## config.mk

```make
export PLATFORM = sky130hd
export DESIGN_NAME = injector_count_ram
export DESIGN_NICKNAME = d
export VERILOG_FILES = /design/src/rtl/injector_count_ram.sv
export SDC_FILE = /design/constraint.sdc
export NUM_CORES = 1
export LEC_CHECK = 0
export ABC_AREA = 0
export CAP_MARGIN = 20
export CORE_MARGIN = 1
export CORE_UTILIZATION = 50
export DETAILED_ROUTE_END_ITERATION = 8
export DONT_BUFFER_PORTS = 1
export PLACE_DENSITY = 0.76
export SYNTH_ARGS = -nofsm -noshare
export SYNTH_HDL_FRONTEND = slang
export SYNTH_SLANG_ARGS = --single-unit
```

## constraint.sdc

```tcl
create_clock -name clk -period 4.9 [get_ports clk]
set_clock_uncertainty 0.05 [all_clocks]
set_input_delay 0.98 -clock clk [delete_from_list [all_inputs] [get_ports clk]]
set_output_delay 0.98 -clock clk [all_outputs]
set_load 0.01 [all_outputs]
```

## src/rtl/injector_count_ram.sv

```systemverilog
// Per-queue counter storage: one write port, two registered read ports.
module injector_count_ram #(
  parameter int unsigned ADDR_WIDTH = 4,
  parameter int unsigned DATA_WIDTH = 32
) (
  input  logic                  clk,
  input  logic                  we,
  input  logic [ADDR_WIDTH-1:0] waddr,
  input  logic [DATA_WIDTH-1:0] wdata,
  input  logic                  a_en,
  input  logic [ADDR_WIDTH-1:0] a_addr,
  output logic [DATA_WIDTH-1:0] a_data,
  input  logic                  b_en,
  input  logic [ADDR_WIDTH-1:0] b_addr,
  output logic [DATA_WIDTH-1:0] b_data
);
  localparam int unsigned DEPTH = 2 ** ADDR_WIDTH;

  logic [DATA_WIDTH-1:0] mem [DEPTH];

  // Write port; reads on the same edge return the old contents
  always_ff @(posedge clk) begin
    if (we) mem[waddr] <= wdata;
  end

  // Read port A feeds the increment pipeline
  always_ff @(posedge clk) begin
    if (a_en) a_data <= mem[a_addr];
  end

  // Read port B serves external count reads
  always_ff @(posedge clk) begin
    if (b_en) b_data <= mem[b_addr];
  end
endmodule

```

# Word-level counts from Yosys, hierarchy flattened
# Memory sizes are Yosys's and may differ from the RTL's. A register that Yosys moved wholly into a read port is not among the register bits.
# Index checks and enable logic that the tools add are counted.
[totals]
reg_bits = 0
ramBits = 512
input_bits = 48
output_inout_bits = 64
word_cells = 3
mem_count = 1
[mem_list]
columns = ["memory", "depth", "width", "rd", "rd_clocked_by_memory_dff", "write_ports", "line", "source"]
rows = [
  ["mem", 16, 32, 2, 2, 1, "19", "logic [DATA_WIDTH-1:0] mem [DEPTH];"],
]
[classes]
muxes = 2
[op_table]
columns = ["operator", "count"]
rows = [
  ["two-way mux 1 bit", 2],
]

# Logic depth before layout (Yosys ltp)
[depth]
ltp_word = 2
ltp_mapped = 5

# Least setup slack after synthesis
# Ideal clock, no wire load.
[synth_timing]
kind = "input port to flip-flop"
startpoint = "input waddr[2]"
endpoint = "memory mem[0][0] (enable)"
t_arrival_ps = 3698
required_time_ps = 4389
setup_slack_ps = 690
path_stages = 2
path_buffers = 0
cell_sequence = "or3b_2 -> nor3_1"
[synth_lines]
columns = ["element", "line", "source"]
rows = [
  ["from (decl)", "8", "input logic [ADDR_WIDTH-1:0] waddr,"],
  ["to (decl)", "19", ""],
]
# No word-level cell before the write port.

# Worst setup path in the final report
[layout_timing]
startpoint = "input waddr[2]"
endpoint = "memory mem[11][24] (enable)"
# No word-level cell before the write port.

==> flow_metrics.tcl <==
set metrics [dict create \
    antenna_found_initial 0 \
    ff2ff_path_depth 3 \
    hold_violations 0 \
    drcViolationCount 0 \
    worstReg2RegEnd "a_data[30]$_DFFE_PP_" \
    syn-cell-area_mm2 0.0248 \
    dp_worst_setup_slack_ns 1.92 \
    endpoint_kind "flop" \
    overflow 0 \
    syn_avg_cell_area_um2 21.8 \
    synth_seq_cells 576 \
    wl_per_cell_um 31.9 \
    grt_pass1_wl_um 86800 \
    layout.nets 1182 \
    cellPowerDensity_mw_per_mm2 378 \
    cts.clk_slew.worst_paths_ns 0.07 \
    syn-num-nets 1189 \
    cts_resized 0 \
    final_cell_mix "576 x edfxtp_1, 256 x mux4_2, 128 x a22oi_1" \
    start_util_pct 50.7 \
    holdPathStages 0 \
    ys_seq_area_share_pct 69.7 \
    hold_slack_ns 0.407 \
    critPathRequiredTime_ns 5.13 \
    hold_buffers 0 \
    worst_pin_slew_ns 1.10 \
    arrival_ns 2.64 \
    hp-start "wdata[5]" \
    min_path_type "primary input to flop" \
    rows 81 \
    p_int_mw 8.26 \
    die_h_um 225 \
    setup_ws_ns 2.50 \
    vdd_drop_max_mv 0.255 \
    vias 12462 \
    cts_tree "yes" \
    root_buffer "clkbuf_16" \
    reg2reg_from "mem[15][30]$_DFFE_PP_" \
    cts_inserted_buffers 55 \
    period_minus_slack_ns 2.40 \
    power_frac_seq_pct 54.7 \
    core_area_mm2 0.0490 \
    switching_share_pct 20.3 \
    maxCapViolCount 0 \
    r2r_slack_ns 3.11 \
    h-tree-depth 2 \
    startpoint_type "primary input" \
    gp_congestion 0.765 \
    yosysWarnings 0 \
    drive_gt1_share_pct 32.4 \
    antennaDiodeCount 0 \
    die_area_mm2 0.0506 \
    power_leakage_nw 8.49 \
    final_common_cell "edfxtp_1" \
    viasPerCell 6.77 \
    min_period_over_period_pct 49.1 \
    cts_buffer_depth 3 \
    p_clk_share_pct 40.3 \
    max-slew-margin-rel_pct 26.6 \
    ys_types 16 \
    outcome "complete, no violations" \
    rsz0062_at_grt "no" \
    max_freq_mhz 416 \
    numPortBuffers 0 \
    p_switching_mw 2.10 \
    routed_wl_um 58700 \
    tns_ns 0 \
    clk_latency_ns 0.61 \
    crit_type "primary input to flop" \
    maxSlewViolCount 0 \
    firstDrtPassIters 5 \
    ios 112 \
    track_usage_pct 23.9 \
    grt_pass1_vias 13326 \
    synth_cells 1141 \
    synthToLayoutAreaGrowth_pct 10.4 \
    detail-route-antenna-nets 0 \
    grt_max_degree 129 \
    post_cts_buffers 0 \
    worstPathMaxFanout 22 \
    combPwrFrac_pct 5.0 \
    drt_iter0_drc 1592 \
    die_x_um 225 \
    min_to "mem[13][5]$_DFFE_PP_" \
    hpwl_um 32100 \
    setup_viol 0 \
    cts.sinks 576 \
]
routing by layer:
| metal | vias up | share of wire, % | GRT usage, % | wire, µm |
|---|---|---|---|---|
| li1 | 5003 | - | - | - |
| met1 | 6619 | 38 | 31.9 | 22100 |
| met2 | 712 | 49 | 38.2 | 28900 |
| met3 | 128 | 9.9 | 6.49 | 5820 |
| met4 | 0 | 3.1 | 8.16 | 1810 |
| met5 | - | 0 | 0.391 | 0 |
worst max-delay path, cell delays in order:
cell,delay (ns)
nand3b_1,0.35
nor2_4,0.90
buf_4,0.39
synth_stat cells, drive strengths merged:
master / count / area share [%]
clkbuf: 39 / 0.59
nand2b: 2 / 0.050
or3b: 1 / 0.035
nand2: 65 / 0.98
a22oi: 128 / 3.9
nor2b: 4 / 0.10
buf: 47 / 1.1
nand3b: 2 / 0.060
edfxtp: 576 / 70
nor2: 14 / 0.21
mux4: 256 / 23
nand3: 1 / 0.020
nor3: 4 / 0.081
and2: 2 / 0.050
state kept, by name (all words and copies together), names as in the netlist:
| signal | count |
|---|---|
| mem | 512 |
| a_data | 32 |
| b_data | 32 |
power by group through the flow:
stage                     sequential, mW  combinational, mW  clock [mW]
after global placement              5.76              0.499           0
final                               5.67              0.519        4.17
after floorplan                     5.74              0.475           0
after global routing                5.68              0.541        4.39
after detailed placement            5.77              0.514           0
after CTS                           5.67              0.519        4.22
cell families after synthesis:
group	synth area share (%)
flip-flops	69.7
buffers and inverters	1.65
AO/OA/AOI/OAI	3.87
AND/OR/NAND/NOR	1.59
multiplexers	23.2
stage by stage:
step / cell area, µm² / util, % / instances / power (mW)
after global placement: 25500 / 52.1 / 1733 / 6.26
after global routing: 27400 / 56.0 / 1840 / 10.6
final: 27400 / 56.0 / 1840 / 10.4
after detailed placement: 25700 / 52.4 / 1740 / 6.28
after CTS: 27400 / 56.0 / 1839 / 10.4
after floorplan: 24800 / - / 1141 / 6.22
how the worst max path moves through the flow:
| stage | to | start | slack [ns] |
|---|---|---|---|
| global placement | mem[1][1]$_DFFE_PP_ | waddr[2] | 1.88 |
| detailed placement | mem[11][30]$_DFFE_PP_ | waddr[2] | 1.92 |
| finish | mem[11][24]$_DFFE_PP_ | waddr[2] | 2.50 |
| CTS | mem[11][24]$_DFFE_PP_ | waddr[2] | 2.54 |
| global route | mem[11][24]$_DFFE_PP_ | waddr[2] | 2.45 |
| floorplan | mem[0][0]$_DFFE_PP_ | waddr[2] | 0.69 |
layout make-up:
class,instances,area [µm²]
clock inverter,30,309
multi-input combinational,479,7280
sequential,576,17300
timing repair buffer,22,273
clock buffer,69,1430
fill,3485,21500
tap,664,831
Power figures use the tool's default switching activity.
